### src/rtl/accum_warp_looper_stencil_multi_if.sv
// Warp-in / multi-lane-beat-out bus of the accumulation warp looper stencil stage.
interface accum_warp_looper_stencil_multi_if #(
    parameter int N_CFG  = 4,
    parameter int ABW    = 16,
    parameter int WBW    = 8,
    parameter int VDIM   = 2,
    parameter int STSIZE = 8,
    parameter int NLANE  = 2
);
    localparam int NCFG_BW = $clog2(N_CFG + 1);
    localparam int ST_BW   = $clog2(STSIZE + 1);

    logic                           src_rdy;
    logic                           src_ack;
    logic [NCFG_BW-1:0]             i_id;
    logic [ABW-1:0]                 i_linear;
    logic [VDIM-1:0][WBW-1:0]       i_bofs;
    logic                           i_retire;
    logic                           i_islast;
    logic                           i_stencil;

    logic                           dst_rdy;
    logic                           dst_ack;
    logic [NCFG_BW-1:0]             o_id;
    logic [VDIM-1:0][WBW-1:0]       o_bofs;
    logic [NLANE-1:0][ABW-1:0]      o_linear;
    logic [NLANE-1:0]               o_lane_valid;
    logic [ST_BW-1:0]               o_sidx;
    logic                           o_retire;
    logic                           o_islast;

    modport master (
        output src_rdy, i_id, i_linear, i_bofs, i_retire, i_islast, i_stencil, dst_ack,
        input  src_ack, dst_rdy, o_id, o_bofs, o_linear, o_lane_valid, o_sidx, o_retire, o_islast
    );

    modport slave (
        input  src_rdy, i_id, i_linear, i_bofs, i_retire, i_islast, i_stencil, dst_ack,
        output src_ack, dst_rdy, o_id, o_bofs, o_linear, o_lane_valid, o_sidx, o_retire, o_islast
    );
endinterface

### src/rtl/accum_warp_looper_stencil_multi.sv
// Expands each accepted warp into ceil(range/NLANE) beats of NLANE stencil-offset addresses;
// the final beat carries retire/islast and can overlap acceptance of the next warp.
module accum_warp_looper_stencil_multi #(
    parameter int N_CFG  = 4,
    parameter int ABW    = 16,
    parameter int STSIZE = 8,
    parameter int NLANE  = 2
) (
    input  logic                              i_clk,
    input  logic                              i_rst,
    accum_warp_looper_stencil_multi_if.slave  bus,
    input  logic [N_CFG-1:0][$clog2(STSIZE+1)-1:0] i_stencil_begs,
    input  logic [N_CFG-1:0][$clog2(STSIZE+1)-1:0] i_stencil_ends,
    input  logic [STSIZE-1:0][ABW-1:0]        i_stencil_lut
);
    localparam int WBW     = 8;
    localparam int VDIM    = 2;
    localparam int NCFG_BW = $clog2(N_CFG + 1);
    localparam int ST_BW   = $clog2(STSIZE + 1);

    typedef enum logic {EMPTY = 1'b0, HOLD = 1'b1} state_t;

    state_t                   state_r, state_nx;
    logic [ST_BW-1:0]         cursor_r, end_r;
    logic                     st_r, empty_rng_r, retire_r, islast_r;
    logic [NCFG_BW-1:0]       id_r;
    logic [ABW-1:0]           linear_r;
    logic [VDIM-1:0][WBW-1:0] bofs_r;

    logic [ST_BW-1:0]         beg_sel, end_sel;
    logic                     final_beat;
    logic                     src_ack;
    logic                     full;

    // Config lookup by compare-select so an out-of-range id reads as an empty range.
    always_comb begin
        beg_sel = '0;
        end_sel = '0;
        for (int unsigned c = 0; c < N_CFG; c++) begin
            if (bus.i_id == NCFG_BW'(c)) begin
                beg_sel = i_stencil_begs[c];
                end_sel = i_stencil_ends[c];
            end
        end
    end

    always_comb begin
        final_beat = !st_r || empty_rng_r ||
                     (({1'b0, cursor_r} + (ST_BW+1)'(NLANE)) >= {1'b0, end_r});
    end

    always_ff @(posedge i_clk) begin
        if (i_rst) state_r <= EMPTY;
        else       state_r <= state_nx;
    end

    always_comb begin
        state_nx = state_r;
        case (state_r)
            EMPTY: if (src_ack) state_nx = HOLD;
            HOLD:  if (!src_ack && bus.dst_ack && final_beat) state_nx = EMPTY;
            default: state_nx = EMPTY;
        endcase
    end

    always_comb begin
        full        = (state_r == HOLD);
        bus.dst_rdy = full;
        src_ack     = bus.src_rdy && !i_rst && (!full || (bus.dst_ack && final_beat));
        bus.src_ack = src_ack;
    end

    always_ff @(posedge i_clk) begin
        if (i_rst) begin
            cursor_r    <= '0;
            end_r       <= '0;
            st_r        <= 1'b0;
            empty_rng_r <= 1'b0;
            retire_r    <= 1'b0;
            islast_r    <= 1'b0;
            id_r        <= '0;
            linear_r    <= '0;
            bofs_r      <= '0;
        end else if (src_ack) begin
            cursor_r    <= beg_sel;
            end_r       <= end_sel;
            st_r        <= bus.i_stencil;
            empty_rng_r <= (beg_sel >= end_sel);
            retire_r    <= bus.i_retire;
            islast_r    <= bus.i_islast;
            id_r        <= bus.i_id;
            linear_r    <= bus.i_linear;
            bofs_r      <= bus.i_bofs;
        end else if (full && bus.dst_ack && !final_beat) begin
            cursor_r    <= cursor_r + ST_BW'(NLANE);
        end
    end

    // Invalid lanes read as zero and never index the LUT.
    always_comb begin
        logic [ST_BW:0]  sid;
        logic [ABW-1:0]  lut_val;
        bus.o_linear     = '0;
        bus.o_lane_valid = '0;
        sid              = '0;
        lut_val          = '0;
        for (int unsigned k = 0; k < NLANE; k++) begin
            sid     = {1'b0, cursor_r} + (ST_BW+1)'(k);
            lut_val = '0;
            if (full) begin
                if (st_r) begin
                    if (sid < {1'b0, end_r}) begin
                        for (int unsigned j = 0; j < STSIZE; j++) begin
                            if (sid == (ST_BW+1)'(j)) lut_val = i_stencil_lut[j];
                        end
                        bus.o_lane_valid[k] = 1'b1;
                        bus.o_linear[k]     = linear_r + lut_val;
                    end
                end else if (k == 0) begin
                    bus.o_lane_valid[k] = 1'b1;
                    bus.o_linear[k]     = linear_r;
                end
            end
        end
    end

    always_comb begin
        bus.o_id     = id_r;
        bus.o_bofs   = bofs_r;
        bus.o_sidx   = st_r ? cursor_r : '0;
        bus.o_retire = full && retire_r && final_beat;
        bus.o_islast = full && islast_r && final_beat;
    end
endmodule

### src/flat_wrapper.sv
// flat-port wrapper written by rule: the top's interface ports become plain ports
module accum_warp_looper_stencil_multi_flat 
#(
    parameter int N_CFG  = 4,
    parameter int ABW    = 16,
    parameter int STSIZE = 8,
    parameter int NLANE  = 2
)
  (i_clk, i_rst, i_stencil_begs, i_stencil_ends, i_stencil_lut, bus_src_rdy, bus_i_id, bus_i_linear, bus_i_bofs, bus_i_retire, bus_i_islast, bus_i_stencil, bus_dst_ack, bus_src_ack, bus_dst_rdy, bus_o_id, bus_o_bofs, bus_o_linear, bus_o_lane_valid, bus_o_sidx, bus_o_retire, bus_o_islast);
  accum_warp_looper_stencil_multi_if #(.N_CFG(N_CFG), .ABW(ABW), .WBW((8)), .VDIM((2)), .STSIZE(STSIZE), .NLANE(NLANE)) bus_i ();
  input  logic i_clk;
  input  logic i_rst;
  input  logic [N_CFG-1:0][$clog2(STSIZE+1)-1:0] i_stencil_begs;
  input  logic [N_CFG-1:0][$clog2(STSIZE+1)-1:0] i_stencil_ends;
  input  logic [STSIZE-1:0][ABW-1:0] i_stencil_lut;
  input wire logic [$bits(bus_i.src_rdy)-1:0] bus_src_rdy;
  input wire logic [$bits(bus_i.i_id)-1:0] bus_i_id;
  input wire logic [$bits(bus_i.i_linear)-1:0] bus_i_linear;
  input wire logic [$bits(bus_i.i_bofs)-1:0] bus_i_bofs;
  input wire logic [$bits(bus_i.i_retire)-1:0] bus_i_retire;
  input wire logic [$bits(bus_i.i_islast)-1:0] bus_i_islast;
  input wire logic [$bits(bus_i.i_stencil)-1:0] bus_i_stencil;
  input wire logic [$bits(bus_i.dst_ack)-1:0] bus_dst_ack;
  output wire logic [$bits(bus_i.src_ack)-1:0] bus_src_ack;
  output wire logic [$bits(bus_i.dst_rdy)-1:0] bus_dst_rdy;
  output wire logic [$bits(bus_i.o_id)-1:0] bus_o_id;
  output wire logic [$bits(bus_i.o_bofs)-1:0] bus_o_bofs;
  output wire logic [$bits(bus_i.o_linear)-1:0] bus_o_linear;
  output wire logic [$bits(bus_i.o_lane_valid)-1:0] bus_o_lane_valid;
  output wire logic [$bits(bus_i.o_sidx)-1:0] bus_o_sidx;
  output wire logic [$bits(bus_i.o_retire)-1:0] bus_o_retire;
  output wire logic [$bits(bus_i.o_islast)-1:0] bus_o_islast;
  assign bus_i.src_rdy = bus_src_rdy;
  assign bus_i.i_id = bus_i_id;
  assign bus_i.i_linear = bus_i_linear;
  assign bus_i.i_bofs = bus_i_bofs;
  assign bus_i.i_retire = bus_i_retire;
  assign bus_i.i_islast = bus_i_islast;
  assign bus_i.i_stencil = bus_i_stencil;
  assign bus_i.dst_ack = bus_dst_ack;
  assign bus_src_ack = bus_i.src_ack;
  assign bus_dst_rdy = bus_i.dst_rdy;
  assign bus_o_id = bus_i.o_id;
  assign bus_o_bofs = bus_i.o_bofs;
  assign bus_o_linear = bus_i.o_linear;
  assign bus_o_lane_valid = bus_i.o_lane_valid;
  assign bus_o_sidx = bus_i.o_sidx;
  assign bus_o_retire = bus_i.o_retire;
  assign bus_o_islast = bus_i.o_islast;
  accum_warp_looper_stencil_multi #(.N_CFG(N_CFG), .ABW(ABW), .STSIZE(STSIZE), .NLANE(NLANE)) u_core (.i_clk(i_clk), .i_rst(i_rst), .bus(bus_i), .i_stencil_begs(i_stencil_begs), .i_stencil_ends(i_stencil_ends), .i_stencil_lut(i_stencil_lut));
endmodule
### config.mk
export PLATFORM = sky130hd
export DESIGN_NAME = accum_warp_looper_stencil_multi_flat
export DESIGN_NICKNAME = d
export VERILOG_FILES = /design/src/rtl/accum_warp_looper_stencil_multi_if.sv /design/src/rtl/accum_warp_looper_stencil_multi.sv /design/src/flat_wrapper.sv
export SDC_FILE = /design/constraint.sdc
export NUM_CORES = 1
export LEC_CHECK = 0
export ABC_AREA = 1
export BUFFER_PORTS_ARGS = -buffer_cell sky130_fd_sc_hd__buf_4
export CAP_MARGIN = 20
export CORE_AREA = 2 2 151 153
export DETAILED_ROUTE_END_ITERATION = 8
export DIE_AREA = 0 0 153 155
export SETUP_SLACK_MARGIN = 0.05
export SYNTH_ARGS = -nofsm -noshare
export SYNTH_HDL_FRONTEND = slang
export SYNTH_SLANG_ARGS = --single-unit
### constraint.sdc
create_clock -name i_clk -period 5.4 [get_ports i_clk]
set_clock_uncertainty 0.1 [all_clocks]
set_input_delay 0.81 -clock i_clk [delete_from_list [all_inputs] [get_ports i_clk]]
set_output_delay 0.81 -clock i_clk [all_outputs]
set_load 0.005 [all_outputs]
# Yosys cells after proc, flatten, opt, wreduce, memory -nomap -nowiden
# Index checks and enable logic that the tools add are counted.
# classes
muxes,48
bitwise,1
add_sub_neg,5
n_reduce_logical,23
order_cmp,4
n_eq_ne,17
# op_table
operator,count
$mux W16,28
$mux W4,11
$add A16 B16 Y16,2
$eq A5 B3 Y1 const B,4
$eq A4 B3 Y1 const B,4
$logic_and A1 B1 Y1,11
$eq A5 B2 Y1 const B,2
$logic_not A5 Y1,2
$eq A4 B2 Y1 const B,2
$mux W1,8
$eq A3 B2 Y1 const B,2
$add A4 B1 Y5 const B,1
$add A4 B2 Y5 const B,1
$eq A5 B1 Y1 const B,1
$ge A5 B4 Y1,1
$logic_not A1 Y1,5
$lt A5 B4 Y1,1
$add A4 B2 Y4 const B,1
$eq A4 B1 Y1 const B,1
$ge A4 B4 Y1,1
$lt A4 B4 Y1,1
$eq A3 B1 Y1 const B,1
$logic_not A3 Y1,1
$logic_or A1 B1 Y1,3
3 further kinds,3
# totals
input_bits,202
output_inout_bits,61
wordCells,109
ff_bits,48

# Longest topological paths before layout
# Gate-level depths: netlist of the first run.
# depth
word_depth,17
ltp_mapped,26
depth_no_buf,25

# Worst setup path after synthesis of the first run
# No wires, ideal clock.
# synth_timing
path_type,register -> output
startpoint,register u_core.cursor_r[0]
endpoint,output bus_o_linear[30]
t_required_ns,4.490
stages_incl_launch_ff,21
t_arrival_ns,3.372
path_slack_ns,1.118
n_path_buf,1
path_cell_list,dfxtp_1 ha_1 nor2_2 nor2_4 nand2_2 nor2_2 inv_2 buf_2 o2111ai_1 nand2_1 a21oi_1 ha_1 inv_1 fa_1 o21ai_0 nand4_1 nand3_1 a21oi_1 o21bai_1 o21ai_0 a21oi_1
# synth_between
elab_chain_cells,17
word_cells_on_any_way,25
cone_classes,2 x add/sub; 1 x order compare; 7 x eq/ne; 14 x mux; 1 x reduce/logical
# synth_lines
element,line_no,text
"start, declared",accum_warp_looper_stencil_multi.sv:24,"logic [ST_BW-1:0] cursor_r, end_r;"
"start signal, assigned",accum_warp_looper_stencil_multi.sv:85,cursor_r <= beg_sel;
"start signal, assigned",accum_warp_looper_stencil_multi.sv:95,cursor_r <= cursor_r + ST_BW'(NLANE);
$add A4 B1 Y5 *,accum_warp_looper_stencil_multi.sv:108,"sid = {1'b0, cursor_r} + (ST_BW+1)'(k);"
$logic_not A5 Y1,accum_warp_looper_stencil_multi.sv:114,if (sid == (ST_BW+1)'(j)) lut_val = i_stencil_lut[j];
$mux W16 (8 in a row),accum_warp_looper_stencil_multi.sv:114,
$mux W16,accum_warp_looper_stencil_multi.sv:112,"if (sid < {1'b0, end_r}) begin"
$mux W16,accum_warp_looper_stencil_multi.sv:111,if (st_r) begin
$mux W16,accum_warp_looper_stencil_multi.sv:110,if (full) begin
$add A16 B16 Y16,accum_warp_looper_stencil_multi.sv:117,bus.o_linear[k] = linear_r + lut_val;
$mux W16 *,accum_warp_looper_stencil_multi.sv:112,
$mux W16 *,accum_warp_looper_stencil_multi.sv:111,
$mux W16 *,accum_warp_looper_stencil_multi.sv:110,
"end, declared",flat_wrapper.sv:28,output wire logic [$bits(bus_i.o_linear)-1:0] bus_o_linear;
# Every way passes the cells marked *; elsewhere a longest branch is shown, timed or not. The select of a mux whose other input is x is not followed.

# Final worst setup path of the first run
# layout_timing
startpoint,register u_core.cursor_r[1]
endpoint,output bus_o_linear[25]
# Same word-level chain as after synthesis.

==> impl_metrics.json, run 1 <==
{
  "yosysTopAreaCell": "dfxtp_1",
  "port_buffers": 262,
  "cellLeakagePower_uw": 0.004419,
  "die_y_um": 155,
  "cts.sinks": 48,
  "synth_edf_count": 0,
  "irDropWorstVdd_uv": 165.0,
  "power.share.clock_pct": 18.0,
  "gp_congestion": 0.9600,
  "crit_fanout": 9,
  "internal_power_uw": 990.5,
  "insertion_delay_ps": 290,
  "yosysSeqAreaShare_pct": 14.72,
  "period_share_pct": 94.85,
  "ys_warn_count": 0,
  "sw_frac_of_total_pct": 44.24,
  "cp_slowest_cell": "dfxtp_4",
  "power.switching_uw": 785.7,
  "final_cell_mix": "buf_4, nand2_1, nor2_1",
  "slowest_delay_ps": 400,
  "synthArstFlopShare_pct": 0,
  "startpoint_type": "register",
  "instances_no_fill": 1637,
  "io_pins": 263,
  "cts_tree": "built",
  "synth_flop_cell": "dfxtp_1",
  "p_seq_share_pct": 23.0,
  "numCtsBuffers": 5,
  "r2r_cells": 11,
  "crit_required_ps": 4490,
  "p_comb_share_pct": 59.1,
  "endpoint_kind": "output port",
  "routed_wirelength_mm": 29.40,
  "drc_errors": 0,
  "rsz0062_at_grt": "no",
  "timing.max_cap.violations": 0,
  "min_path_type": "register to register",
  "grt_pass1_vias": 8220,
  "grtUsageTotal_pct": 23.53,
  "dp.final_hpwl_mm": 23.89,
  "final_common_cell": "buf_4",
  "drt_iter0_drc": 458,
  "yosys.cell_types.count": 42,
  "syn_inst": 1107,
  "fp.dieW_um": 153,
  "cp_common_cell": "nand2_1",
  "antenna_cells": 0,
  "ctsHoldBuffers": 0,
  "hold_path_depth": 2,
  "path_clk_slew_ps": 60,
  "via_count": 8593,
  "syn_area_sq_um": 6529,
  "dieArea_sq_um": 23720,
  "tns_ps": 0,
  "fin_ws_ps": 277.9,
  "outcome": "completed",
  "p_total_uw": 1776,
  "ant_nets": 0,
  "hold_viol_final": 0,
  "first_pass_iters": 5,
  "viasPerCell": 5.249,
  "htreeDepth": 2,
  "initial_core_util_pct": 29.37,
  "powerDensity_nw_per_um2": 195.5,
  "root_buffer": "clkbuf_16",
  "crit_family": "simple AND/OR/NAND/NOR gates",
  "wl_per_cell_um": 17.96,
  "setup.worst_path.class": "register to output port",
  "dp_cells": 1623,
  "tightest_slew_ps": 1012,
  "relSlewSlack_pct": 32.46,
  "grt_max_degree": 42,
  "arrival_ps": 4210,
  "maxSlewViolCount": 0,
  "core_area_sq_um": 22230,
  "finalSetupViolations": 0,
  "syn-num-nets": 1367,
  "max_freq_ghz": 0.1952,
  "synth_seq_cells": 48,
  "synth.avg_cell_area_sq_um": 5.898,
  "grt_pass1_wl_mm": 44.61,
  "dp_slack_ps": 362.3,
  "synth_top_area_share_pct": 14.72,
  "synthTopCellsByArea": "dfxtp_1, nand2_1, ha_1",
  "area_growth_syn_to_layout_pct": 39.19,
  "period_needed_ps": 5122,
  "fin_nets": 1611,
  "cp_num_buf_inv": 4,
  "antenna_found_initial": 0,
  "crit_cells": 26,
  "rows": 55,
  "drive_gt1_share_pct": 25.89,
  "clock_path_buffers": 2,
  "globalRouteOverflowTotal": 0
}
## cell families after synthesis
kind of cell / synth area share, %
XOR/XNOR: 1.207
flip-flops: 14.72
adder cells (fa/ha/maj): 11.35
AND/OR/NAND/NOR: 33.79
AO/OA/AOI/OAI: 28.15
buffers and inverters: 10.79
## Yosys cell counts, types with 4 or more instances
master / count
a21oi_1: 114
clkbuf_1: 35
ha_1: 56
a31oi_1: 16
nor2_4: 4
nor2_2: 5
nand2_1: 220
o21ai_0: 75
buf_2: 16
o2111ai_1: 27
nor3_1: 9
dfxtp_1: 48
inv_1: 103
nor2_1: 144
nand3_1: 91
buf_4: 4
nand4_1: 25
nand2_2: 5
xor2_1: 8
o211ai_1: 48
inv_2: 9
a211oi_1: 10
## state kept, by name, summed over array words and instances (netlist names)
name and cells:
u_core.empty_rng_r 1, u_core.bus.o_id 3, u_core.islast_r 1, u_core.linear_r 16
u_core.end_r 4, u_core.st_r 1, u_core.retire_r 1, u_core.bus.dst_rdy 1
u_core.bus.o_bofs 16, u_core.cursor_r 4
## power groups by stage
stage          Sequential [uW]  Combinational [uW]  Clock (uW)
2_1_floorplan              406                 635           0
3_3_place_gp               415                1020           0
3_5_place_dp               415                1020           0
4_1_cts                    408                1030         326
5_1_grt                    412                1170         341
6_report                   408                1050         319
## layer usage
metal | up-vias | GRT usage, % | wire, um | part of all wire [%]
li1 | 4324 | - | - | -
met1 | 3834 | 30.82 | 12950 | 44
met2 | 380 | 38.18 | 12860 | 44
met3 | 55 | 5.487 | 2576 | 8.8
met4 | 0 | 7.937 | 1015 | 3.5
met5 | - | 0 | 0 | 0
## worst paths after layout
| kind | end | start | slack [ps] |
|---|---|---|---|
| worst min register to register | u_core.retire_r | u_core.retire_r | 360 |
| worst min-delay path | u_core.retire_r | u_core.retire_r | 360 |
| worst max-delay path | bus_o_linear[25] | u_core.cursor_r[1] | 280 |
| worst max register to register | u_core.linear_r[1] | u_core.cursor_r[1] | 2850 |
## stage by stage
step | hold WS [ps] | util [%] | instance area, sq um
5_1_grt | 384.6 | 40.88 | 9087
3_5_place_dp | 350.9 | 39.56 | 8793
2_1_floorplan | 330.7 | - | 6529
4_1_cts | 359.9 | 40.24 | 8945
3_3_place_gp | 347.0 | 39.56 | 8793
6_report | 355.3 | 40.88 | 9087
## repair_timing
action,CTS,global route
gates cloned,0,1
pin swaps,0,2
endpoints found under the setup margin,2,14
hold endpoints to repair,0,0
buffers inserted,0,5
resized for setup,1,26
## worst register-to-register path: cells and delay by family, from the launching register on
family,cells,cell delay [ps]
DFF,1,400
and+or+nand+nor,4,360
buffers and inverters,1,370
AOI/OAI and AO/OA,4,690
adders and majority gates,2,570
## cell type report
type	count	area [sq um]
repair buffers	296	2243
repair inverters	1	7.507
inverters	114	431.7
well taps	285	356.6
clock buffers	7	142.6
multi-input cells	885	4931
fillers	2505	13140
clock inverters	1	7.507
flip-flops and latches	48	967.2
Note: power is estimated with default switching activity, not from simulation.
==> run 2, diff against run 1 <==
- CORE_AREA: 2 2 151 153 -> 2 2 149 151
- DIE_AREA: 0 0 153 155 -> 0 0 151 153
==> run 2 against run 1 <==
Net effect: non-clock buffer count is 1 lower; clock power is 6.6% higher; global-route usage is 0.35 points higher; cell count is 0.43% lower; die area is 2.6% lower; maximum frequency is 2.4% higher; hold slack better by 9.6 ps; critical path depth is 2 lower; sequential power is 1% higher; power is 1.1% higher; count of clock-buffer cells in the layout is 2 lower; register-to-register slack worse by 220 ps; critical endpoint is now bus_o_linear[14].
==> impl_metrics.json, run 2 (synthesis gave the netlist of run 1 again) <==
{
  "rows": 54,
  "fp.dieW_um": 151,
  "sw_frac_of_total_pct": 43.43,
  "viasPerCell": 5.325,
  "power.share.clock_pct": 19.0,
  "fin_nets": 1611,
  "place_area_sq_um": 8762,
  "grtUsageTotal_pct": 23.88,
  "initial_core_util_pct": 30.39,
  "dieArea_sq_um": 23100,
  "arrival_ps": 4090,
  "crit_family": "simple AND/OR/NAND/NOR gates",
  "grt_pass1_wl_mm": 43.63,
  "globalRouteOverflowTotal": 0,
  "internal_power_uw": 1016,
  "cp_slowest_cell": "fa_1",
  "tns_ps": 0,
  "io_pins": 263,
  "port_buffers": 262,
  "min_path_type": "register to register",
  "max_freq_ghz": 0.1998,
  "final_cell_mix": "buf_4, nand2_1, nor2_1",
  "endpoint_kind": "output port",
  "period_needed_ps": 5004,
  "gp_congestion": 0.9633,
  "antenna_found_initial": 0,
  "drc_errors": 0,
  "clock_path_buffers": 2,
  "setup.worst_path.class": "register to output port",
  "period_share_pct": 92.67,
  "final_common_cell": "buf_4",
  "antenna_cells": 0,
  "ant_nets": 0,
  "hold_viol_final": 0,
  "grt_max_degree": 42,
  "finalInstanceArea_sq_um": 9039,
  "instances_no_fill": 1630,
  "htreeDepth": 2,
  "wl_per_cell_um": 17.75,
  "nFillCells": 2360,
  "maxSlewViolCount": 0,
  "numCtsBuffers": 5,
  "multiInputGateArea_sq_um": 4882,
  "timing.max_cap.violations": 0,
  "relSlewSlack_pct": 33.40,
  "crit_required_ps": 4490,
  "dp_cells": 1613,
  "area_growth_syn_to_layout_pct": 38.44,
  "via_count": 8679,
  "drive_gt1_share_pct": 25.19,
  "core_area_sq_um": 21490,
  "grt_pass1_vias": 8207,
  "power.switching_uw": 780.2,
  "die_y_um": 153,
  "cts_tree": "built",
  "root_buffer": "clkbuf_16",
  "finalSetupViolations": 0,
  "dp.final_hpwl_mm": 23.47,
  "fin_ws_ps": 395.6,
  "p_comb_share_pct": 58.0,
  "cts.sinks": 48,
  "dp_slack_ps": 374.1,
  "first_pass_iters": 6,
  "cellLeakagePower_uw": 0.004420,
  "drt_iter0_drc": 609,
  "cp_num_buf_inv": 6,
  "seqCellArea_sq_um": 963.4,
  "cp_common_cell": "nand2_1",
  "insertion_delay_ps": 280,
  "path_clk_slew_ps": 60,
  "path_cells": "inv_2 -> ha_1 -> clkinvlp_4 -> nor2_4 -> clkinvlp_4 -> o2111ai_1 -> o211ai_1 -> a31oi_1 -> ha_1 -> inv_1 -> fa_1 -> inv_1 -> nand3_1 -> nand2_1 -> nand4_1 -> nand3_1 -> nand2_1 -> nand2_1 -> a21oi_1 -> nor2_1 -> nor2_1 -> nand2_1 -> a21oi_1 -> buf_4",
  "crit_fanout": 10,
  "slowest_delay_ps": 420,
  "tightest_slew_ps": 997.6,
  "irDropWorstVdd_uv": 164.1,
  "routed_wirelength_mm": 28.94,
  "powerDensity_nw_per_um2": 198.7,
  "rsz0062_at_grt": "yes",
  "p_seq_share_pct": 23.0,
  "outcome": "completed",
  "startpoint_type": "register"
}
[run 2: changes by cell type in the layout (fill, tap and decap cells not counted), moves of 2 or more]
cell        before  now
a21oi_1        109  114
buf_6            3    1
a31oi_1         12   16
ha_1            54   56
buf_4          291  293
a31oi_2          4    0
a21oi_2          5    0
ha_2             2    0
inv_1          102  100
clkinvlp_4       3    5
[run 2: worst register-to-register path: cells and delay by family (launching register included)]
family	cells	cell delay (ps)
flops	1	980
simple gates	5	710
compound gates	2	340
buf+inv	2	560
[run 2: per-layer routing]
layer	share of wire [%]	track usage, %	up-vias	routed length, um
li1	-	-	4305	-
met1	42	30.62	3875	12010
met2	44	38.74	448	12600
met3	12	6.388	51	3336
met4	3.4	7.788	0	986
met5	0	0	-	0
[run 2: worst paths after layout]
path                      startpoint               end  slack [ps]  depth (start not counted)
setup / recovery  u_core.cursor_r[1]  bus_o_linear[14]         400                         24
hold / removal       u_core.islast_r   u_core.islast_r         360                          2
setup reg to reg         u_core.st_r   u_core.retire_r        2630                          9
hold reg to reg      u_core.islast_r   u_core.islast_r         360                          2
[run 2: timing repair]
action / in CTS / in global routing
setup buffers: 0 / 9
endpoints found under the hold margin: 0 / 0
hold buffers: 0 / 0
setup endpoints to repair: 1 / 20
resized for setup: 1 / 17
cloned: 0 / 2
pin swaps: 0 / 3
[run 2: area by class of cell]
cell class	count	share of cell area, %
Multi-Input combinational cell	885	54.01
Timing Repair Buffer	295	24.68
Sequential cell	48	10.66
Inverter	114	4.886
Tap cell	280	3.876
Clock buffer	5	1.384
Clock inverter	1	0.3322
Timing Repair inverter	2	0.1661
[run 2: through the flow]
stage	utilization (%)	hold WS, ps	total power, uW
2_1_floorplan	-	330.7	1041
3_3_place_gp	40.78	347.4	1439
3_5_place_dp	40.78	359.3	1441
4_1_cts	41.50	367.6	1789
5_1_grt	42.07	390.6	1948
6_report	42.07	364.9	1796
[run 2: power by group through the flow]
| stage | clock network, uW | registers (uW) | logic [uW] |
|---|---|---|---|
| floorplan | 0 | 406 | 635 |
| global placement | 0 | 420 | 1020 |
| detailed placement | 0 | 420 | 1020 |
| CTS | 351 | 413 | 1030 |
| global route | 365 | 418 | 1160 |
| finish | 340 | 414 | 1040 |
==> run 3, diff against run 2 <==
- HOLD_SLACK_MARGIN: default -> 0.06
- MAX_ROUTING_LAYER: default -> met4
==> run 3 against run 2 <==
Net effect: non-clock buffer count increased by 4; die area unchanged; largest power group unchanged; highest routed layer unchanged; first-iteration DRC count increased by 6.4%; final area increased by 0.93%; largest cell class unchanged; critical path type unchanged; maximum frequency decreased by 0.31%.
==> impl_metrics.json, run 3 (synthesis gave the netlist of run 1 again) <==
{
  "setup.worst_path.class": "register to output port",
  "antenna_found_initial": 0,
  "finalSetupViolations": 0,
  "timing.max_cap.violations": 0,
  "fp.dieW_um": 151,
  "antenna_cells": 0,
  "grt_max_degree": 42,
  "nFillCells": 2330,
  "p_comb_share_pct": 59.4,
  "maxSlewViolCount": 0,
  "power.share.clock_pct": 17.7,
  "min_path_type": "register to register",
  "die_y_um": 153,
  "instances_no_fill": 1634,
  "crit_required_ps": 4490,
  "initial_core_util_pct": 30.39,
  "viasPerCell": 5.262,
  "dp_cells": 1614,
  "cp_common_cell": "nand2_1",
  "dp.final_hpwl_mm": 23.66,
  "rsz0062_at_grt": "no",
  "cp_slowest_cell": "ha_1",
  "sw_frac_of_total_pct": 44.03,
  "area_growth_syn_to_layout_pct": 39.73,
  "period_share_pct": 92.96,
  "globalRouteOverflowTotal": 0,
  "irDropWorstVdd_uv": 249.7,
  "p_seq_share_pct": 22.9,
  "tns_ps": 0,
  "period_needed_ps": 5020,
  "endpoint_kind": "output port",
  "power.switching_uw": 788.6,
  "first_pass_iters": 5,
  "cts_tree": "built",
  "rows": 54,
  "gp_congestion": 0.9516,
  "cts.sinks": 48,
  "drt_iter0_drc": 648,
  "startpoint_type": "register",
  "grt_pass1_wl_mm": 43.71,
  "ant_nets": 0,
  "relSlewSlack_pct": 36.50,
  "cellLeakagePower_uw": 0.004454,
  "outcome": "completed",
  "dieArea_sq_um": 23100,
  "drc_errors": 0,
  "via_count": 8598,
  "slowest_delay_ps": 400,
  "powerDensity_nw_per_um2": 196.4,
  "fin_nets": 1613,
  "grtUsageTotal_pct": 24.81,
  "crit_fanout": 9,
  "tightest_slew_ps": 951.5,
  "port_buffers": 262,
  "io_pins": 263,
  "insertion_delay_ps": 290,
  "arrival_ps": 4110,
  "htreeDepth": 2,
  "wl_per_cell_um": 17.81,
  "drive_gt1_share_pct": 25.55,
  "max_freq_ghz": 0.1992,
  "numCtsBuffers": 5,
  "core_area_sq_um": 21490,
  "routed_wirelength_mm": 29.10,
  "root_buffer": "clkbuf_16",
  "internal_power_uw": 1003,
  "clock_path_buffers": 2,
  "hold_viol_final": 0,
  "final_cell_mix": "buf_4, nand2_1, nor2_1",
  "grt_pass1_vias": 8226,
  "final_common_cell": "buf_4",
  "path_clk_slew_ps": 60
}
-- run 3: area by class of cell --
cell class                      instances  area [sq um]  area share (%)
Clock inverter                          1         7.507         0.08229
Timing Repair Buffer                  299          2315           25.37
Tap cell                              280         350.3           3.840
Clock buffer                            7         142.6           1.564
Sequential cell                        48         969.7           10.63
Multi-Input combinational cell        885          4901           53.72
Inverter                              114         436.7           4.787
-- run 3: repair_timing --
action	in CTS	in global routing
buffers inserted	0	12
resized for setup	5	20
hold buffers	0	0
endpoints found under the hold margin	0	0
setup endpoints to repair	5	21
pin swaps	0	3
-- run 3: power groups by stage --
stage          Clock [uW]  Combinational, uW  Sequential, uW
5_1_grt               342               1190             414
2_1_floorplan           0                635             406
4_1_cts               329               1040             409
3_3_place_gp            0               1030             416
3_5_place_dp            0               1030             416
6_report              317               1060             409
-- run 3: final timing paths --
kind,start,slack (ps),cells after the start,end
setup reg to reg,u_core.cursor_r[1],2930,11,u_core.linear_r[15]
hold reg to reg,u_core.retire_r,360,2,u_core.retire_r
hold / removal,u_core.retire_r,360,2,u_core.retire_r
setup / recovery,u_core.cursor_r[1],380,26,bus_o_linear[11]
-- run 3: critical path, delay by kind of cell (launching register included) --
| kind | cells | cell delay (ps) |
|---|---|---|
| flops | 1 | 380 |
| fa+ha+maj | 2 | 620 |
| buf+inv | 7 | 990 |
| simple gates | 9 | 800 |
| compound gates | 8 | 1020 |
-- run 3: per-layer routing --
metal	wire length (um)	part of all wire [%]	GRT usage [%]	vias up
li1	-	-	-	4311
met1	12220	42	31.46	3803
met2	12960	45	39.83	433
met3	3055	11	5.134	51
met4	859	3.0	6.943	0
met5	0	0	-	-
-- run 3: stage by stage --
| step | worst slack [ps] | hold WS (ps) | utilization, % | total power, uW | area, sq um |
|---|---|---|---|---|---|
| after floorplan | 1118 | 330.7 | - | 1041 | 6529 |
| after global placement | 360.4 | 347.7 | 40.93 | 1450 | 8795 |
| after detailed placement | 220.0 | 349.8 | 40.93 | 1446 | 8795 |
| after CTS | 34.19 | 359.7 | 41.67 | 1774 | 8954 |
| after global routing | 31.86 | 379.6 | 42.46 | 1948 | 9123 |
| final | 380.1 | 357.1 | 42.46 | 1791 | 9123 |
